[config.mk]
export PLATFORM = sky130hd
export DESIGN_NAME = status_unit_flat
export DESIGN_NICKNAME = d
export VERILOG_FILES = /design/src/rtl/status_unit_if.sv /design/src/rtl/status_unit.sv /design/src/flat_wrapper.sv
export SDC_FILE = /design/constraint.sdc
export NUM_CORES = 1
export LEC_CHECK = 0
export BUFFER_PORTS_ARGS = -buffer_cell sky130_fd_sc_hd__buf_2
export CORE_UTILIZATION = 40
export DETAILED_ROUTE_END_ITERATION = 16
export HOLD_SLACK_MARGIN = 0.06
export PLACE_DENSITY = 0.72
export SYNTH_ARGS = -nofsm -noshare
export SYNTH_HDL_FRONTEND = slang
export SYNTH_SLANG_ARGS = --single-unit
export TNS_END_PERCENT = 1
[constraint.sdc]
create_clock -name clk -period 1.8 [get_ports clk]
set_input_delay 0.18 -clock clk [delete_from_list [all_inputs] [get_ports clk]]
set_output_delay 0.18 -clock clk [all_outputs]
set_load 0.01 [all_outputs]
[src/rtl/status_unit_if.sv]
// Bus between the program-flow front end and the status unit: ALU flags,
// program-flow op handshake, return-from-trap, status and jump decision.
interface status_unit_if;
    logic       alu_valid;
    logic       alu_zero;
    logic       alu_sign;
    logic       alu_carry;
    logic       op_valid;
    logic [2:0] op;
    logic [2:0] sr_data;
    logic       rti;
    logic       op_ready;
    logic [3:0] status;
    logic       jump_valid;
    logic       jump_taken;

    modport master (
        output alu_valid, alu_zero, alu_sign, alu_carry,
        output op_valid, op, sr_data, rti,
        input  op_ready, status, jump_valid, jump_taken
    );

    modport slave (
        input  alu_valid, alu_zero, alu_sign, alu_carry,
        input  op_valid, op, sr_data, rti,
        output op_ready, status, jump_valid, jump_taken
    );
endinterface

[src/rtl/status_unit.sv]
// Status register unit: holds {carry,sign,zero} flags, resolves conditional
// jumps against them and sequences trap entry / exit with a shadow copy.
module status_unit #(
    parameter int TRAP_CYCLES = 4
) (
    input  logic           clk,
    input  logic           rst,
    status_unit_if.slave   bus
);
    localparam logic [2:0] OP_JMP   = 3'b001;
    localparam logic [2:0] OP_JZ    = 3'b010;
    localparam logic [2:0] OP_JS    = 3'b011;
    localparam logic [2:0] OP_JZS   = 3'b100;
    localparam logic [2:0] OP_LDSR  = 3'b101;
    localparam logic [2:0] OP_XORSR = 3'b110;
    localparam logic [2:0] OP_TRAP  = 3'b111;

    // Counter is loaded with TRAP_CYCLES-1 so the entry state lasts exactly
    // TRAP_CYCLES cycles, leaving when the count has reached zero.
    localparam logic [3:0] CNT_INIT = 4'(TRAP_CYCLES - 1);

    typedef enum logic [1:0] {S_RUN, S_TRAP_ENTRY, S_TRAP, S_TRAP_EXIT} state_t;

    state_t     r_state, w_state_nxt;
    logic [2:0] r_flags;
    logic [2:0] r_shadow;
    logic [3:0] r_cnt;
    logic       r_jump_valid;
    logic       r_jump_taken;

    logic w_op_state;
    logic w_rti;
    logic w_op_fire;
    logic w_trap_go;
    logic w_is_jump;
    logic w_cond;

    assign w_op_state = (r_state == S_RUN) || (r_state == S_TRAP);
    // rti only counts in TRAP and then overrides any op or ALU update
    assign w_rti      = bus.rti && (r_state == S_TRAP);
    assign w_op_fire  = bus.op_valid && w_op_state && !w_rti;
    // a TRAP op in TRAP is a NOP: only RUN starts a trap
    assign w_trap_go  = w_op_fire && (bus.op == OP_TRAP) && (r_state == S_RUN);
    assign w_is_jump  = (bus.op == OP_JMP) || (bus.op == OP_JZ) ||
                        (bus.op == OP_JS)  || (bus.op == OP_JZS);

    // Jump condition from the flags held before this edge
    always_comb begin
        w_cond = 1'b0;
        case (bus.op)
            OP_JMP:  w_cond = 1'b1;
            OP_JZ:   w_cond = r_flags[0];
            OP_JS:   w_cond = r_flags[1];
            OP_JZS:  w_cond = r_flags[0] | r_flags[1];
            default: w_cond = 1'b0;
        endcase
    end

    // State register
    always_ff @(posedge clk or posedge rst) begin
        if (rst) r_state <= S_RUN;
        else     r_state <= w_state_nxt;
    end

    // Next-state logic
    always_comb begin
        w_state_nxt = r_state;
        case (r_state)
            S_RUN:        if (w_trap_go)     w_state_nxt = S_TRAP_ENTRY;
            S_TRAP_ENTRY: if (r_cnt == 4'd0) w_state_nxt = S_TRAP;
            S_TRAP:       if (w_rti)         w_state_nxt = S_TRAP_EXIT;
            S_TRAP_EXIT:                     w_state_nxt = S_RUN;
            default:                         w_state_nxt = S_RUN;
        endcase
    end

    // Flags and shadow: restore > trap entry > LDSR/XORSR > ALU update
    always_ff @(posedge clk or posedge rst) begin
        if (rst) begin
            r_flags  <= 3'b000;
            r_shadow <= 3'b000;
        end else if (r_state == S_TRAP_EXIT) begin
            r_flags  <= r_shadow;
        end else if (w_trap_go) begin
            r_shadow <= r_flags;
            r_flags  <= 3'b000;
        end else if (w_op_fire && (bus.op == OP_LDSR)) begin
            r_flags  <= bus.sr_data;
        end else if (w_op_fire && (bus.op == OP_XORSR)) begin
            r_flags  <= r_flags ^ bus.sr_data;
        end else if (bus.alu_valid && w_op_state && !w_rti) begin
            r_flags  <= {bus.alu_carry, bus.alu_sign, bus.alu_zero};
        end
    end

    // Trap-entry down-counter
    always_ff @(posedge clk or posedge rst) begin
        if (rst)                                         r_cnt <= 4'd0;
        else if (w_trap_go)                              r_cnt <= CNT_INIT;
        else if (r_state == S_TRAP_ENTRY && r_cnt != 0)  r_cnt <= r_cnt - 4'd1;
    end

    // One-cycle jump decision pulse; taken is forced low outside the pulse
    always_ff @(posedge clk or posedge rst) begin
        if (rst) begin
            r_jump_valid <= 1'b0;
            r_jump_taken <= 1'b0;
        end else begin
            r_jump_valid <= w_op_fire && w_is_jump;
            r_jump_taken <= w_op_fire && w_is_jump && w_cond;
        end
    end

    assign bus.op_ready   = w_op_state;
    assign bus.status     = {(r_state == S_TRAP_ENTRY) || (r_state == S_TRAP), r_flags};
    assign bus.jump_valid = r_jump_valid;
    assign bus.jump_taken = r_jump_taken;
endmodule

[src/flat_wrapper.sv]
// flat-port wrapper written by rule: the top's interface ports become plain ports
module status_unit_flat 
#(
    parameter int TRAP_CYCLES = 4
)
  (clk, rst, bus_alu_valid, bus_alu_zero, bus_alu_sign, bus_alu_carry, bus_op_valid, bus_op, bus_sr_data, bus_rti, bus_op_ready, bus_status, bus_jump_valid, bus_jump_taken);
  status_unit_if bus_i ();
  input  logic clk;
  input  logic rst;
  input wire logic [$bits(bus_i.alu_valid)-1:0] bus_alu_valid;
  input wire logic [$bits(bus_i.alu_zero)-1:0] bus_alu_zero;
  input wire logic [$bits(bus_i.alu_sign)-1:0] bus_alu_sign;
  input wire logic [$bits(bus_i.alu_carry)-1:0] bus_alu_carry;
  input wire logic [$bits(bus_i.op_valid)-1:0] bus_op_valid;
  input wire logic [$bits(bus_i.op)-1:0] bus_op;
  input wire logic [$bits(bus_i.sr_data)-1:0] bus_sr_data;
  input wire logic [$bits(bus_i.rti)-1:0] bus_rti;
  output wire logic [$bits(bus_i.op_ready)-1:0] bus_op_ready;
  output wire logic [$bits(bus_i.status)-1:0] bus_status;
  output wire logic [$bits(bus_i.jump_valid)-1:0] bus_jump_valid;
  output wire logic [$bits(bus_i.jump_taken)-1:0] bus_jump_taken;
  assign bus_i.alu_valid = bus_alu_valid;
  assign bus_i.alu_zero = bus_alu_zero;
  assign bus_i.alu_sign = bus_alu_sign;
  assign bus_i.alu_carry = bus_alu_carry;
  assign bus_i.op_valid = bus_op_valid;
  assign bus_i.op = bus_op;
  assign bus_i.sr_data = bus_sr_data;
  assign bus_i.rti = bus_rti;
  assign bus_op_ready = bus_i.op_ready;
  assign bus_status = bus_i.status;
  assign bus_jump_valid = bus_i.jump_valid;
  assign bus_jump_taken = bus_i.jump_taken;
  status_unit #(.TRAP_CYCLES(TRAP_CYCLES)) u_core (.clk(clk), .rst(rst), .bus(bus_i));
endmodule
Yosys cells after proc, flatten, opt, wreduce, memory -nomap -nowiden

Cells that the tools add are included.

Register bits after elaboration: 14
Word-level logic and storage cells: 60

$add $sub $neg: 1
Bitwise logic cells: 3
Eq/ne operators: 13
Multiplexer cells: 12
Reductions and logical operators: 25

Operator list:

| kind                                                                     | number |
|---|---|
| 3-bit two-way mux                                                        | 5 |
| 3-bit == test (second input constant)                                    | 4 |
| 1-bit logical AND                                                        | 12 |
| 4-bit two-way mux                                                        | 2 |
| 2-bit case mux with 4 select lines                                       | 1 |
| 3-bit by 2-bit == test with 1-bit output (second input constant)         | 2 |
| 2-bit two-way mux                                                        | 3 |
| 2-bit by 1-bit inequality test with 1-bit output (second input constant) | 3 |
| 1-bit logical OR                                                         | 5 |
| 5-bit nonzero test                                                       | 1 |
| 2-bit == test (second input constant)                                    | 2 |
| 4-bit logical NOT                                                        | 1 |
| 1-bit case mux with 4 select lines                                       | 1 |
| 4-bit nonzero test                                                       | 1 |
| 4-bit by 1-bit subtractor with 4-bit output (second input constant)      | 1 |
| 3-bit by 1-bit == test with 1-bit output (second input constant)         | 1 |
| 3-bit AND reduction                                                      | 1 |
| 3-bit bitwise XOR                                                        | 1 |
| 2-bit by 1-bit == test with 1-bit output (second input constant)         | 1 |
| 2-bit logical NOT                                                        | 1 |
| 2-bit AND reduction                                                      | 1 |
| 2-bit nonzero test                                                       | 1 |
| 1-bit logical NOT                                                        | 1 |
| 1-bit NOT                                                                | 1 |
| 1-bit OR                                                                 | 1 |

Longest topological paths before layout

Gate-level depths: netlist (run 1).

Depth in word-level cells: 9
Depth in mapped cells: 8

Worst setup path before layout (run 1)

OpenSTA, ideal clock, no wires.

Kind: register to register
Start point: register u_core.r_state[0]
End point: register u_core.r_state[1]
Library setup time: 125 ps
Stages on the path, launching flop included: 9
Data arrival time: 1833 ps
Path slack: -158 ps
Cell sequence: dfrtp_1 inv_1 ha_1 or2_0 clkbuf_2 and3_4 nand3_1 a221o_1 mux2_4

Longest elaborated chain between the ends: 8
Elaborated cells between the ends (all ways): 16
Those cells by class: eq/ne (6); mux (1); reduce/logical (9)

RTL lines:

| what                                                                  | RTL line           | source |
|---|---|---|
| start: declaration                                                    | status_unit.sv:24  | `state_t r_state, w_state_nxt;` |
| start signal: assignment                                              | status_unit.sv:62  | `else r_state <= w_state_nxt;` |
| 2-bit == test / 2-bit logical NOT (equally long branches)             | status_unit.sv:38  | `assign w_op_state = (r_state == S_RUN) \|\| (r_state == S_TRAP);` |
| 1-bit logical OR (*)                                                  | status_unit.sv:38  |  |
| via bus_op_ready                                                      | flat_wrapper.sv:18 | `output wire logic [$bits(bus_i.op_ready)-1:0] bus_op_ready;` |
| 1-bit logical AND (*) (2 in series)                                   | status_unit.sv:41  | `assign w_op_fire = bus.op_valid && w_op_state && !w_rti;` |
| 1-bit logical AND (*) (2 in series)                                   | status_unit.sv:43  | `assign w_trap_go = w_op_fire && (bus.op == OP_TRAP) && (r_state == S_RUN);` |
| 2-bit by 1-bit inequality test with 1-bit output (no source line) (*) | --                 |  |
| 3-bit AND reduction (no source line) (*)                              | --                 |  |

The timed path passes the listed nets; every way through them passes the cells marked *.
A chain may end at the register's enable or synchronous reset.

Final worst setup path (run 1)

Start point: register u_core.r_state[0]
End point: register u_core.r_state[1]

Longest elaborated chain between the ends: 8
Elaborated cells between the ends (all ways): 16
Those cells by class: eq/ne (6); mux (1); reduce/logical (9)

RTL lines:

| what                                                              | RTL line |
|---|---|
| 2-bit == test / 2-bit logical NOT (equally long branches)         | -- |
| 1-bit logical OR / 1-bit logical AND (equally long branches)      | status_unit.sv:38, status_unit.sv:40 |
| 1-bit logical AND / 1-bit logical NOT (equally long branches)     | status_unit.sv:41 |
| 1-bit logical AND                                                 | status_unit.sv:41 |
| 1-bit logical AND (2 in series)                                   | status_unit.sv:43 |
| 2-bit by 1-bit inequality test with 1-bit output (no source line) | -- |
| 3-bit AND reduction (no source line)                              | -- |

Parallel ways exist; a longest one is shown, timed or not.

==> results of run 1 <==
metrics by stage:
| stage | power (W) | hold slack [ps] | setup TNS, ps |
|---|---|---|---|
| 4_1_cts | 0.00172 | 170 | -32.0 |
| 2_1_floorplan | 0.00122 | 69.2 | -133 |
| 6_report | 0.00186 | 167 | -38.7 |
| 5_1_grt | 0.00202 | 178 | -119 |
| 3_3_place_gp | 0.00145 | 241 | 0 |
| 3_5_place_dp | 0.00148 | 254 | -224 |
cell families after synthesis:
kind of cell    after synthesis  share of synthesized area, %
simple gates                 46                          25.9
compound gates               24                          15.5
buf+inv                      15                          6.77
flops                        14                          36.5
fa+ha+maj                     6                          7.81
xor+xnor                      4                          3.65
mux                           3                          3.91
cell usage after synthesis (2+ instances only):
cell type / number / area share [%]
a21oi_1: 7 / 3.6
a2bb2oi_1: 3 / 2.7
buf_4: 2 / 1.6
clkbuf_1: 2 / 0.78
dfrtp_1: 14 / 36
ha_1: 6 / 7.8
inv_1: 10 / 3.9
mux2_2: 2 / 2.3
nand2_1: 12 / 4.7
nand2b_1: 6 / 3.9
nand3_1: 5 / 2.6
nand4_1: 5 / 3.3
nand4b_1: 3 / 2.7
nor2_1: 9 / 3.5
o211ai_1: 2 / 1.6
o21ai_0: 8 / 4.2
xor2_1: 3 / 2.7
registers in the layout (all words and copies together), names as in the netlist:
name                   flops
u_core.bus.jump_valid      1
u_core.bus.jump_taken      1
u_core.r_shadow            3
u_core.r_state             2
u_core.r_flags             3
u_core.r_cnt               4
report_power, final:
group | switching (W) | internal [W]
Combinational | 0.000517 | 0.000515
Sequential | 0.000139 | 0.000462
Clock | 0.000100 | 0.000123
worst max-delay path by stage:
stage | depth (start not counted) | endpoint | slack, ps
final | 7 | u_core.r_state[1] | -40
after global routing | 7 | u_core.r_state[1] | -90
after CTS | 7 | u_core.r_state[1] | -30
after detailed placement | 8 | u_core.r_flags[2] | -70
after global placement | 8 | u_core.r_flags[2] | 4
after floorplan | 8 | u_core.r_state[1] | -130
per-layer routing:
metal | vias to the layer above | global-route usage [%] | wire length [µm]
met5 | - | 0 | 0
met4 | 0 | 7.41 | 0
met3 | 0 | 5.65 | 153
met2 | 39 | 30.7 | 1170
met1 | 422 | 24.8 | 966
li1 | 455 | - | -
repair_timing:
item                                    in CTS  in global routing
endpoints found under the setup margin       4                  6
setup buffers                                0                  3
pin swaps                                    0                  4
hold buffers                                 1                  0
endpoints found under the hold margin       14                  0
resized for setup                            2                  9
area by class of cell:
class	instances	area, µm²
fillers	208	1000
repair buffers	30	178
clock buffers	4	36.3
flip-flops and latches	14	352
multi-input cells	83	593
well taps	28	35.0
inverters	10	37.5
worst max-delay path: stages (launching register included):
cell and delay [ps]:
dfrtp_1 400, inv_2 120, ha_4 160, or2_1 130
and3_4 190, nand3_2 70, a221o_1 370, mux2_4 310
==> impl_metrics.py, run 1 <==
metrics = {
    "placement": {
        "placed_cells": 161,
        "gp_congestion": 0.830,
        "hpwl_um": 1560,
        "io_buffers": 20,
        "dp_slack_ps": -72.3,
        "placed_cell_area_um2": 1120,
    },
    "clock_network": {
        "cts-buffers-inserted": 3,
        "tritoncts": "yes",
        "clock_sinks": 14,
        "cts_root_buffer": "clkbuf_4",
        "insertion_delay_ps": 290,
        "clkTransAtPathRegs_ps": 80,
        "clockBufferDepth": 2,
        "cts_htree_levels": 1,
    },
    "min_path": {
        "worstHoldEndpoint": "u_core.bus.jump_taken",
        "hold_path.class": "in -> reg",
        "worstHoldStart": "bus_op_valid",
        "whs_path_depth": 3,
    },
    "timing": {
        "slew_headroom_pct": 64.7,
        "fmax_mhz": 544,
        "worst_slack_ps": -38.7,
        "period_share_pct": 102,
        "fin_crit_ps": 1840,
        "clock_skew_ps": 7.41,
        "final_hold_viol_count": 0,
        "worst_pin_slew_ps": 530,
        "slew_viol_final": 0,
        "setup_violations": 1,
        "rsz0062_at_grt": "yes",
    },
    "die": {
        "die-area_um2": 2600,
        "start_util_pct": 43.0,
        "rows": 17,
        "ioPinCount": 21,
        "core_area_um2": 2230,
        "die_x_um": 51.0,
        "die_y_um": 51.0,
    },
    "yosys": {
        "postSynthAreaPerCell_um2": 8.58,
        "synth_warnings": 0,
        "synthArstFlopShare_pct": 100,
        "syn_area_um2": 961,
        "syn_nets": 132,
        "synth-main-ff-cell": "dfrtp_1",
        "synth_edf_count": 0,
        "syn_inst": 112,
        "ys_ff_latch": 14,
        "yosys.cell_types.count": 30,
        "yosysSeqAreaShare_pct": 36.5,
    },
    "setup_path": {
        "arrival_ps": 2010,
        "startpoint_type": "flop",
        "setup.worst_path.end_class": "flop",
        "path_max_fanout": 3,
        "path_class": "reg -> reg",
        "reg2reg_to": "u_core.r_state[1]",
        "crit_required_ps": 1970,
        "crit_start": "u_core.r_state[0]",
        "rrSetupSlack_ps": -40,
        "reg2reg_from": "u_core.r_state[0]",
        "ff2ff_path_depth": 7,
    },
    "detailed_routing": {
        "vias": 916,
        "ant_nets": 0,
        "vias_per_cell": 5.42,
        "dr.pass1.iters": 5,
        "drc": 0,
        "routed_wirelength_um": 2290,
        "drt_iter0_markers": 38,
        "avgRoutedWirePerCell_um": 13.6,
    },
    "grt": {
        "antenna_found_initial": 0,
        "grt_max_degree": 16,
        "grt_pass1_vias": 850,
        "grt_pass1_wl_um": 3710,
        "grt-ovfl-total": 0,
        "track_usage_pct": 19.4,
    },
    "cells_and_area": {
        "final_cells": 169,
        "final_util_pct": 55.1,
        "fin_area_um2": 1230,
        "n_antenna_cell": 0,
        "final_common_cell": "buf_2",
        "final_cell_mix": "buf_2, dfrtp_1, nand2_1",
        "area_growth_pct": 28.1,
        "layout-drive-gt1-share_pct": 32.6,
        "finalNetCount": 162,
    },
    "power_and_ir_drop": {
        "total_leakage_power_nw": 0.576,
        "vdd_drop_max_uv": 940,
        "pwr_density_cell_nw_per_um2": 1510,
    },
    "run_status": {
        "violations": "setup timing",
        "status": "finished with violations",
    },
    "job": {
        "maxCapViolations": 0,
    },
}
Power figures use the tool's default switching activity.
==> run 2: changes to the inputs <==
ABC_AREA = 1   (was default)
==> run 2 against run 1 <==
The run now ends clean; critical endpoint is now u_core.r_flags[0]; sequential power shrank 7.2%; utilization shrank 2.2 points; combinational power is essentially flat; first-iteration DRC count shrank 84%; global-route usage shrank 2.4 points; flip-flop and latch count is the same; clock skew shrank 4.8 ps; clock-buffer cell count is the same; register-to-register slack gained 150 ps; largest cell class unchanged; via count grew 0.87%.
==> impl_metrics.py, run 2 <==
metrics = {
    "timing": {
        "fmax_mhz": 592,
        "fin_crit_ps": 1690,
        "holdWs_ps": 269,
        "clock_skew_ps": 2.61,
        "slew_viol_final": 0,
        "period_share_pct": 93.9,
        "slew_headroom_pct": 62.9,
        "setup_violations": 0,
        "setup_tns_ps": 0,
        "worst_slack_ps": 110,
        "worst_pin_slew_ps": 556,
        "final_hold_viol_count": 0,
    },
    "yosys": {
        "yosysMostFrequentCell": "nand2_1",
        "synthArstFlopShare_pct": 100,
        "synth_top_cells_by_count": "nand2_1, nor2_1, inv_1",
        "syn_area_um2": 962,
        "yosys.cell_types.count": 20,
        "syn_nets": 154,
        "synth_top_cell_area_share_pct": 36.4,
        "synth-main-ff-cell": "dfrtp_1",
        "postSynthAreaPerCell_um2": 7.18,
        "synth_edf_count": 0,
        "ys_ff_latch": 14,
        "yosysSeqAreaShare_pct": 36.4,
        "yosys-top-cells-area": "dfrtp_1, nand2_1, nor2_1",
        "synth_area_leader_cell": "dfrtp_1",
        "synth_warnings": 0,
        "syn_inst": 134,
    },
    "die": {
        "ioPinCount": 21,
        "rows": 17,
        "start_util_pct": 43.1,
        "die_x_um": 51.0,
        "die-area_um2": 2610,
        "core_area_um2": 2230,
        "die_y_um": 51.0,
    },
    "placement": {
        "dp_slack_ps": 97.5,
        "gp_congestion": 0.855,
        "hpwl_um": 1680,
        "placed_cells": 181,
        "io_buffers": 20,
    },
    "cells_and_area": {
        "final_common_cell": "nand2_1",
        "reg_top3": "u_core.r_cnt: 4 flops, u_core.r_flags: 3 flops, u_core.r_shadow: 3 flops",
        "area_growth_pct": 22.8,
        "largest_register": "u_core.r_cnt",
        "n_antenna_cell": 0,
        "final_cell_mix": "nand2_1, nor2_1, buf_2",
        "largest_reg_flops": 4,
        "final_cells": 189,
        "finalNetCount": 182,
        "layout-drive-gt1-share_pct": 25.5,
    },
    "setup_path": {
        "path_max_fanout": 8,
        "crit_required_ps": 1980,
        "path_class": "reg -> reg",
        "startpoint_type": "flop",
        "setup.worst_path.end_class": "flop",
        "arrival_ps": 1870,
    },
    "clock_network": {
        "clkTransAtPathRegs_ps": 90,
        "insertion_delay_ps": 280,
        "cts_root_buffer": "clkbuf_4",
        "cts-buffers-inserted": 3,
        "clock_sinks": 14,
        "cts_htree_levels": 1,
        "clockBufferDepth": 2,
        "tritoncts": "yes",
    },
    "power_and_ir_drop": {
        "pwr_density_cell_nw_per_um2": 1520,
        "vdd_drop_max_uv": 1140,
        "total_power_w": 0.00180,
        "total_leakage_power_nw": 0.675,
    },
    "detailed_routing": {
        "ant_nets": 0,
        "vias": 924,
        "routed_wirelength_um": 2190,
        "avgRoutedWirePerCell_um": 11.6,
        "vias_per_cell": 4.89,
        "dr.pass1.iters": 4,
        "drc": 0,
        "drt_iter0_markers": 6,
    },
    "grt": {
        "grt_max_degree": 15,
        "grt_pass1_wl_um": 3350,
        "grt_pass1_vias": 832,
        "antenna_found_initial": 0,
        "grt-ovfl-total": 0,
        "track_usage_pct": 17.0,
    },
    "min_path": {
        "hold_path.class": "in -> reg",
    },
    "job": {
        "maxCapViolations": 0,
    },
    "run_status": {
        "status": "completed",
    },
}
## run 2: layer usage
metal  GRT usage [%]  wire, µm
met1            17.2       865
met3            4.46        99
met5               0         0
met2            34.4      1220
met4            2.78         0
## run 2: timing repair
action,in CTS,in global routing
setup endpoints to repair,0,6
resized for setup,0,5
hold buffers,1,0
hold endpoints to repair,14,0
buffers inserted,0,3
## run 2: area by class of cell
cell class	count	area, µm²
Sequential cell	14	350
Inverter	20	75.1
Multi-Input combinational cell	99	552
Timing Repair Buffer	24	133
Clock buffer	4	36.3
Fill cell	228	1050
Tap cell	28	35.0
## run 2: logic make-up after synthesis
family,count (synthesis),share of synthesized area (%)
flip-flops,14,36.4
buffers and inverters,21,8.58
XOR/XNOR,4,3.64
AND/OR/NAND/NOR,74,34.2
AO/OA/AOI/OAI,15,9.36
adder cells (fa/ha/maj),6,7.80
## run 2: critical path: stages (launching register included)
cell and delay, ps:
dfrtp_1 350, inv_1 80, ha_1 240, nand2_1 110
nand2_2 70, nor2_4 250, nand3_4 160, nand2_4 110
nor2_2 50, nor2_1 110, a21oi_2 60
## run 2: path summary, 6_finish.rpt
kind	startpoint	endpoint	slack, ps	cells past startpoint
min in group asynchronous	rst	u_core.r_shadow[2]	480	3
worst max register to register	u_core.r_state[0]	u_core.r_flags[0]	110	10
max in group asynchronous	rst	u_core.bus.jump_taken	960	3
worst min register to register	u_core.r_shadow[2]	u_core.r_shadow[2]	480	2
worst max-delay path	u_core.r_state[0]	u_core.r_flags[0]	110	10
worst min-delay path	bus_alu_zero	u_core.r_flags[0]	270	5
## run 2: power breakdown
part	leakage, nW	total [W]	switching [W]	internal (W)
combinational	0.482	0.00101	0.000610	0.000398
sequential	0.172	0.000558	0.000106	0.000452
clock	0.0210	0.000229	0.000106	0.000123
total	0.675	0.00180	0.000822	0.000973
## run 2: stage by stage
stage	instance area, µm²	util (%)
final	1180	52.9
after detailed placement	1090	48.8
after CTS	1140	50.9
after global placement	1090	48.8
after floorplan	962	-
after global routing	1180	52.9
